`config.mk`:
```
export PLATFORM = sky130hd
export DESIGN_NAME = cache_miss_handler
export DESIGN_NICKNAME = d
export VERILOG_FILES = /design/src/rtl/cache_miss_handler.sv
export SDC_FILE = /design/constraint.sdc
export NUM_CORES = 1
export LEC_CHECK = 0
export ABC_CLOCK_PERIOD_IN_PS = 4200
export CORE_AREA = 2 2 310 312
export CTS_CLUSTER_DIAMETER = 30
export DETAILED_ROUTE_END_ITERATION = 7
export DIE_AREA = 0 0 312 314
export DONT_BUFFER_PORTS = 1
export MAX_ROUTING_LAYER = met4
export PLACE_DENSITY = 0.48
export SLEW_MARGIN = 20
export SYNTH_ARGS = -nofsm -noshare
export SYNTH_HDL_FRONTEND = slang
export SYNTH_SLANG_ARGS = --single-unit
```
`constraint.sdc`:
```
create_clock -name M_AXI_ACLK -period 4.2 [get_ports M_AXI_ACLK]
set_clock_uncertainty 0.1 [all_clocks]
set_input_delay 0.84 -clock M_AXI_ACLK [delete_from_list [all_inputs] [get_ports M_AXI_ACLK]]
set_output_delay 0.84 -clock M_AXI_ACLK [all_outputs]
set_load 0.005 [all_outputs]
```
`src/rtl/cache_miss_handler.sv`:
```
// Cache miss handler: writes back a dirty victim line beat by beat, then refills the
// missing line beat by beat through a single-outstanding-request driver interface.
module cache_miss_handler #(
    parameter int unsigned AXI_ADDR_WIDTH = 32,
    parameter int unsigned AXI_DATA_WIDTH = 64,
    parameter int unsigned LINE_BYTES     = 32
) (
    input  logic                          M_AXI_ACLK,
    input  logic                          M_AXI_ARESETN,
    input  logic                          miss_valid,
    output logic                          miss_ready,
    input  logic [AXI_ADDR_WIDTH-1:0]     miss_addr,
    input  logic                          miss_dirty,
    input  logic [AXI_ADDR_WIDTH-1:0]     victim_addr,
    input  logic [LINE_BYTES*8-1:0]       victim_line,
    output logic                          req_valid,
    input  logic                          req_ready,
    output logic                          req_is_write,
    output logic [AXI_ADDR_WIDTH-1:0]     req_addr,
    output logic [7:0]                    req_len,
    output logic [2:0]                    req_size,
    output logic [AXI_DATA_WIDTH-1:0]     req_wdata,
    output logic [AXI_DATA_WIDTH/8-1:0]   req_wstrb,
    input  logic                          rsp_valid,
    input  logic [AXI_DATA_WIDTH-1:0]     rsp_data,
    input  logic [1:0]                    rsp_resp,
    output logic                          fill_valid,
    output logic [AXI_ADDR_WIDTH-1:0]     fill_addr,
    output logic [LINE_BYTES*8-1:0]       fill_line,
    output logic                          fill_err
);

    localparam int unsigned BEAT_BYTES = AXI_DATA_WIDTH / 8;
    localparam int unsigned LINE_W     = LINE_BYTES * 8;
    localparam int unsigned LINE_BEATS = LINE_W / AXI_DATA_WIDTH;
    localparam int unsigned BEAT_W     = (LINE_BEATS > 1) ? $clog2(LINE_BEATS) : 1;

    localparam logic [AXI_ADDR_WIDTH-1:0] LINE_MASK = ~AXI_ADDR_WIDTH'(LINE_BYTES - 1);
    localparam logic [BEAT_W-1:0]         LAST_BEAT = BEAT_W'(LINE_BEATS - 1);

    typedef enum logic [2:0] {
        IDLE,
        WB_REQ,
        WB_RSP,
        RF_REQ,
        RF_RSP,
        FILL
    } state_t;

    state_t                      state_q, state_n;
    logic [BEAT_W-1:0]           beat_q, beat_n;
    logic                        err_q, err_n;
    logic [AXI_ADDR_WIDTH-1:0]   miss_base_q, miss_base_n;
    logic [AXI_ADDR_WIDTH-1:0]   victim_base_q, victim_base_n;
    logic [LINE_W-1:0]           victim_line_q, victim_line_n;
    logic [LINE_W-1:0]           line_q, line_n;

    logic                        req_valid_q, req_valid_n;
    logic                        req_is_write_q, req_is_write_n;
    logic [AXI_ADDR_WIDTH-1:0]   req_addr_q, req_addr_n;
    logic [AXI_DATA_WIDTH-1:0]   req_wdata_q, req_wdata_n;
    logic [BEAT_BYTES-1:0]       req_wstrb_q, req_wstrb_n;
    logic                        fill_valid_q, fill_valid_n;
    logic                        fill_err_q, fill_err_n;

    // Byte address of beat b within the line starting at base
    function automatic logic [AXI_ADDR_WIDTH-1:0] beat_addr(
        input logic [AXI_ADDR_WIDTH-1:0] base,
        input logic [BEAT_W-1:0]         b
    );
        return base + AXI_ADDR_WIDTH'(b) * AXI_ADDR_WIDTH'(BEAT_BYTES);
    endfunction

    function automatic logic [AXI_DATA_WIDTH-1:0] beat_of(
        input logic [LINE_W-1:0] line,
        input logic [BEAT_W-1:0] b
    );
        logic [AXI_DATA_WIDTH-1:0] r;
        r = '0;
        for (int k = 0; k < int'(LINE_BEATS); k++) begin
            if (b == BEAT_W'(k)) r = line[k*AXI_DATA_WIDTH +: AXI_DATA_WIDTH];
        end
        return r;
    endfunction

    // Next-state and datapath; request/fill outputs are computed from the next state so
    // they come straight out of flops and stay stable while the driver stalls.
    always_comb begin
        state_n        = state_q;
        beat_n         = beat_q;
        err_n          = err_q;
        miss_base_n    = miss_base_q;
        victim_base_n  = victim_base_q;
        victim_line_n  = victim_line_q;
        line_n         = line_q;
        req_valid_n    = 1'b0;
        req_is_write_n = req_is_write_q;
        req_addr_n     = req_addr_q;
        req_wdata_n    = req_wdata_q;
        req_wstrb_n    = req_wstrb_q;
        fill_valid_n   = 1'b0;
        fill_err_n     = 1'b0;

        case (state_q)
            IDLE: begin
                if (miss_valid) begin
                    miss_base_n   = miss_addr & LINE_MASK;
                    victim_base_n = victim_addr & LINE_MASK;
                    victim_line_n = victim_line;
                    beat_n        = '0;
                    err_n         = 1'b0;
                    state_n       = miss_dirty ? WB_REQ : RF_REQ;
                end
            end
            WB_REQ: begin
                if (req_ready) state_n = WB_RSP;
            end
            WB_RSP: begin
                if (rsp_valid) begin
                    err_n = err_q | (rsp_resp != 2'b00);
                    if (beat_q == LAST_BEAT) begin
                        beat_n  = '0;
                        state_n = RF_REQ;
                    end else begin
                        beat_n  = beat_q + BEAT_W'(1);
                        state_n = WB_REQ;
                    end
                end
            end
            RF_REQ: begin
                if (req_ready) state_n = RF_RSP;
            end
            RF_RSP: begin
                if (rsp_valid) begin
                    for (int k = 0; k < int'(LINE_BEATS); k++) begin
                        if (beat_q == BEAT_W'(k)) line_n[k*AXI_DATA_WIDTH +: AXI_DATA_WIDTH] = rsp_data;
                    end
                    err_n = err_q | (rsp_resp != 2'b00);
                    if (beat_q == LAST_BEAT) begin
                        state_n = FILL;
                    end else begin
                        beat_n  = beat_q + BEAT_W'(1);
                        state_n = RF_REQ;
                    end
                end
            end
            FILL: begin
                state_n = IDLE;
            end
            default: begin
                state_n = IDLE;
            end
        endcase

        case (state_n)
            WB_REQ: begin
                req_valid_n    = 1'b1;
                req_is_write_n = 1'b1;
                req_addr_n     = beat_addr(victim_base_n, beat_n);
                req_wdata_n    = beat_of(victim_line_n, beat_n);
                req_wstrb_n    = '1;
            end
            RF_REQ: begin
                req_valid_n    = 1'b1;
                req_is_write_n = 1'b0;
                req_addr_n     = beat_addr(miss_base_n, beat_n);
                req_wstrb_n    = '0;
            end
            FILL: begin
                fill_valid_n = 1'b1;
                fill_err_n   = err_n;
            end
            default: ;
        endcase
    end

    always_ff @(posedge M_AXI_ACLK or negedge M_AXI_ARESETN) begin
        if (!M_AXI_ARESETN) begin
            state_q        <= IDLE;
            beat_q         <= '0;
            err_q          <= 1'b0;
            miss_base_q    <= '0;
            victim_base_q  <= '0;
            victim_line_q  <= '0;
            line_q         <= '0;
            req_valid_q    <= 1'b0;
            req_is_write_q <= 1'b0;
            req_addr_q     <= '0;
            req_wdata_q    <= '0;
            req_wstrb_q    <= '0;
            fill_valid_q   <= 1'b0;
            fill_err_q     <= 1'b0;
        end else begin
            state_q        <= state_n;
            beat_q         <= beat_n;
            err_q          <= err_n;
            miss_base_q    <= miss_base_n;
            victim_base_q  <= victim_base_n;
            victim_line_q  <= victim_line_n;
            line_q         <= line_n;
            req_valid_q    <= req_valid_n;
            req_is_write_q <= req_is_write_n;
            req_addr_q     <= req_addr_n;
            req_wdata_q    <= req_wdata_n;
            req_wstrb_q    <= req_wstrb_n;
            fill_valid_q   <= fill_valid_n;
            fill_err_q     <= fill_err_n;
        end
    end

    assign miss_ready   = (state_q == IDLE);
    assign req_valid    = req_valid_q;
    assign req_is_write = req_is_write_q;
    assign req_addr     = req_addr_q;
    assign req_len      = 8'd0;
    assign req_size     = 3'($clog2(BEAT_BYTES));
    assign req_wdata    = req_wdata_q;
    assign req_wstrb    = req_wstrb_q;
    assign fill_valid   = fill_valid_q;
    assign fill_addr    = miss_base_q;
    assign fill_line    = line_q;
    assign fill_err     = fill_err_q;

endmodule
```
After elaboration in Yosys (flattened, before gate mapping)
Index checks and enable logic that the tools add are counted.
- register bits after elaboration: 690
- bits of input ports: 392
- output and inout bits: 408
- add/sub/neg operators: 3
- equal/unequal tests: 13
- mux-type cells: 34
- bitwise logic cells: 1
- reductions and logical operators: 11
- operator list (operator ; count):
    $mux W256 ; 2
    $mux W64 ; 4
    $mux W32 ; 4
    $add A32 B5 Y32 ; 2
    $pmux W32 S2 ; 1
    $mux W3 ; 6
    $pmux W8 S2 ; 1
    $pmux W3 S5 ; 1
    $mux W2 ; 7
    $reduce_and A3 Y1 ; 4
    $eq A3 B2 Y1 const B ; 3
    $eq A2 B2 Y1 const B ; 4
    $eq A3 B1 Y1 const B ; 2
    $eq A3 B3 Y1 const B ; 2
    $pmux W2 S3 ; 1
    $mux W1 ; 5
    $eq A2 B1 Y1 const B ; 2
    $logic_not A2 Y1 ; 2
    $pmux W1 S2 ; 2
    $reduce_bool A2 Y1 ; 2
    $reduce_or A2 Y1 ; 2
    $logic_not A3 Y1 ; 1
    $add A2 B1 Y2 const B ; 1
    $or A1 B1 Y1 ; 1

Depth between registers and ports, before layout
- depth in word-level cells: 9
- depth in mapped cells: 20
- gate-level depth less buffers: 15

Least setup slack after synthesis
Ideal clock, no wire load.
- path kind: input-to-reg
- start point: input port req_ready
- end point: register req_addr_q[19] (netlist: req_addr[19])
- setup time: 0.126 ns
- arrival: 4.471 ns
- required time: 3.974 ns
- slack: -0.498 ns
- cell stages on the path: 19
- cell sequence: xor2_1 a32oi_1 o21a_1 buf_2 inv_1 buf_4 nand2_1 buf_2 buf_2 mux2_2 ha_1 fa_1 a21bo_2 a211oi_1 or2_2 buf_2 nand2_1 xnor2_1 a221o_1
- cells in the longest elaborated chain, start to end: 4
- elaborated cells on any way between the ends: 7
- classes of those cells: 2 x eq/ne; 4 x mux; 1 x reduce/logical
- RTL lines (element ; RTL line ; text):
    from (decl) ; 17 ; input logic req_ready,
    $mux W3 (on tied branches) ; 131, 116 ;
    $pmux W3 S5 (*) ; 104 ; case (state_q)
    $eq A3 B2 Y1 or $eq A3 B1 Y1 (tied branches) ; 155 ; case (state_n)
    $pmux W32 S2 or $reduce_bool A2 Y1 (tied branches) ; -- ;
    to (signal assigned) ; 203 ; req_addr_q <= req_addr_n;
    to (decl) ; 60 ; logic [AXI_ADDR_WIDTH-1:0] req_addr_q, req_addr_n;
Every way passes the cells marked *; elsewhere a longest branch is shown, timed or not.
A chain may end at the register's enable or synchronous reset.

==> results.md <==
* Post-DP HPWL at 63120 um
* Num CTS Buffers at 164
* First-pass DRT Iterations at 5
* Final Worst Setup Slack at 0.2508 ns
* Clock sinks at 682
* Placement Rows at 113
* Die area at 97970 um2
* Die X at 312 um
* Required time of the critical path at 3.67 ns
* Final GP Congestion at 0.8764
* Max_cap viols at 0
* Tightest Pin Transition at 5.152 ns
* Critical Path AT at 3.42 ns
* Worst setup path startpoint: M_AXI_ARESETN
* Power Density at 923.7 nW/um2
* Area Growth Syn to Fin at 24.73%
* Synth Area in Simple Gates at 16.64%
* Mux contribution to synthesized area at 13.73%
* CTS Root Cell: clkbuf_16
* Main combinational cell family by area after synthesis: simple AND/OR/NAND/NOR gates
* H-tree levels at 4
* I/O pin total at 800
* Layout cells sized above 1 at 22.03%
* Unrepaired setup endpoints after global routing: false
* Yosys warning total at 0
* Worst VDD drop at 0.0004959 V
* Commonest non-fill, non-tap cells in the layout: nand2_1 (995), dfrtp_1 (682), mux2_2 (304), clkbuf_16 (170), nand3_1 (94)
* Grt ovf at 0
* DRT iter0 DRCs at 1269
* Vias in the first global route at 22170
* Fin crit share at 94.03%
* First-pass GRT wire length at 139000 um
* Worst Setup End Kind: asynchronous set/reset pin
* IO buf count at 0
* Syn Std Cell Area at 29240 um2
* Compound-Gate Fraction of Synth Area at 6.646%
* Critical Path Start Type: input port
* All-layer global routing usage at 19.22%
* Pins over their slew limit at 574
* Initial antenna violation count at 20
* Cell area after layout at 36470 um2
* Slew margin rel. at -243.5%
* CTS tree: built
* Most common cell after layout, fill and taps aside: nand2_1
* Final hold slack at -0.2691 ns
* Flops & latches, synth at 682
* Pre-CTS setup slack at 0.3178 ns
* Number of enable flip-flop cells after synthesis at 0
* Worst-path fanout max at 682
* Core area at 94450 um2
* Mapped Avg Cell Area at 10.43 um2
* Drt total wl at 93300 um
* Placed cell areas at 30490 um2
* Final setup TNS at 0 ns
* Register cell area after layout at 17070 um2
* Largest net degree at the start of global routing at 683
* Vias at 20900
* Final ANT Viol Nets at 0
* DRC at 0
* Lkg Pwr at 17.57 nW
* Total power at 33.69 mW
* Worst r2r src: state_q[1]$_DFF_PN0_
* Sequential-to-total area share from yosys stat at 58.37%
* Final #Nets at 3232
* Final Non-Filler Cells at 4245
* Starting Density at 30.96%
* Asr flop ratio synth at 100.0%
* Gate Count Post-Synth at 2803
* Clk Latency, worst-skew pair at 0.73 ns
* Final hold vios at 97
* Fmax at 253.2 MHz
* Worst min-delay path category: input port to asynchronous set/reset pin
* CP Class: input port to asynchronous set/reset pin
* Vias per cell at 4.924
* Clk buf depth at 3
* Multi-input gate area at 11400 um2
* Worst-path clk slew at 0.05 ns
* Min Tclk post-route at 3.949 ns
* Post-synthesis xor/xnor area fraction at 1.018%
* Top_reg_cell synth: dfrtp_1
* Fill cell count at 9361
* Final Setup Violations at 0
* Synth cell types at 69
* Failing checks: negative hold slack, max-slew violations
* Outcome: finished with violations
* Avg WL per Cell at 21.98 um
* Adder-Cell Fraction of Synth Area at 0.4536%
* Die Ht at 314 um
* Placed cells at 3929
* Post-layout util at 38.61%
-- final cells by class --
type / count / area share [%]
antenna: 20 / 0.1372
clock buffer: 215 / 12.95
clock inverter: 81 / 3.280
inverter: 21 / 0.2196
multi-input combinational: 1926 / 31.25
sequential: 682 / 46.80
tap: 1265 / 4.340
timing repair buffer: 35 / 1.029
-- report_power, final --
group          internal [mW]  leakage, nW  switching (mW)
clock network           9.43         2.91            3.93
registers               9.52         8.69            2.12
logic                   3.51         5.98            5.18
-- sequential cells by signal, summed over array words and instances (netlist names) --
signal and cells:
victim_line_q 256, victim_base_q 32, fill_err 1, req_addr 32, req_wstrb 1, beat_q 2
err_q 1, fill_line 256, state_q 3, fill_valid 1, req_valid 1, req_wdata 64
fill_addr 32
-- Yosys cell counts, drive strengths merged, types with 27 or more instances --
cell type  count  area [um2]
nand2       1000        3754
dfrtp        682       17070
mux2         305        3435
clkbuf       112       420.4
o21ai         95       475.5
nand3         94       470.5
a21oi         91       455.4
buf           71       412.9
mux2i         58       580.6
o211ai        56       420.4
nor2          28       105.1
o21a          28       210.2
xnor2         27       236.5
-- path summary, 6_finish.rpt --
check / end / slack (ns) / cells past startpoint
worst min-delay path: fill_line[66]$_DFFE_PN0P_ / -0.27 / 0
max in group M_AXI_ACLK: req_wdata[44]$_DFFE_PN0P_ / 0.43 / 10
worst max-delay path: victim_line_q[157]$_DFF_PN0_ / 0.25 / 0
worst min register to register: victim_line_q[186]$_DFF_PN0_ / 0.36 / 2
worst max register to register: req_wdata[44]$_DFFE_PN0P_ / 0.43 / 10
min in group M_AXI_ACLK: victim_line_q[145]$_DFF_PN0_ / 0.14 / 2
-- routing by layer --
layer	vias to the layer above	track usage, %	part of all wire (%)
met4	0	8.708	3.5
li1	9484	-	-
met3	187	8.366	10
met2	873	30.99	49
met5	-	-	0
met1	10360	20.41	37
-- repair_timing --
item	in CTS	in global routing
endpoints found under the hold margin	682	682
buffers inserted	0	0
gates resized for setup	0	0
-- logic make-up after synthesis --
family / after synthesis
XOR/XNOR: 34
AND/OR/NAND/NOR: 1195
buffers and inverters: 204
multiplexers: 363
other: 2
flip-flops: 682
adder cells (fa/ha/maj): 10
AO/OA/AOI/OAI: 313
Power figures use the tool's default switching activity.
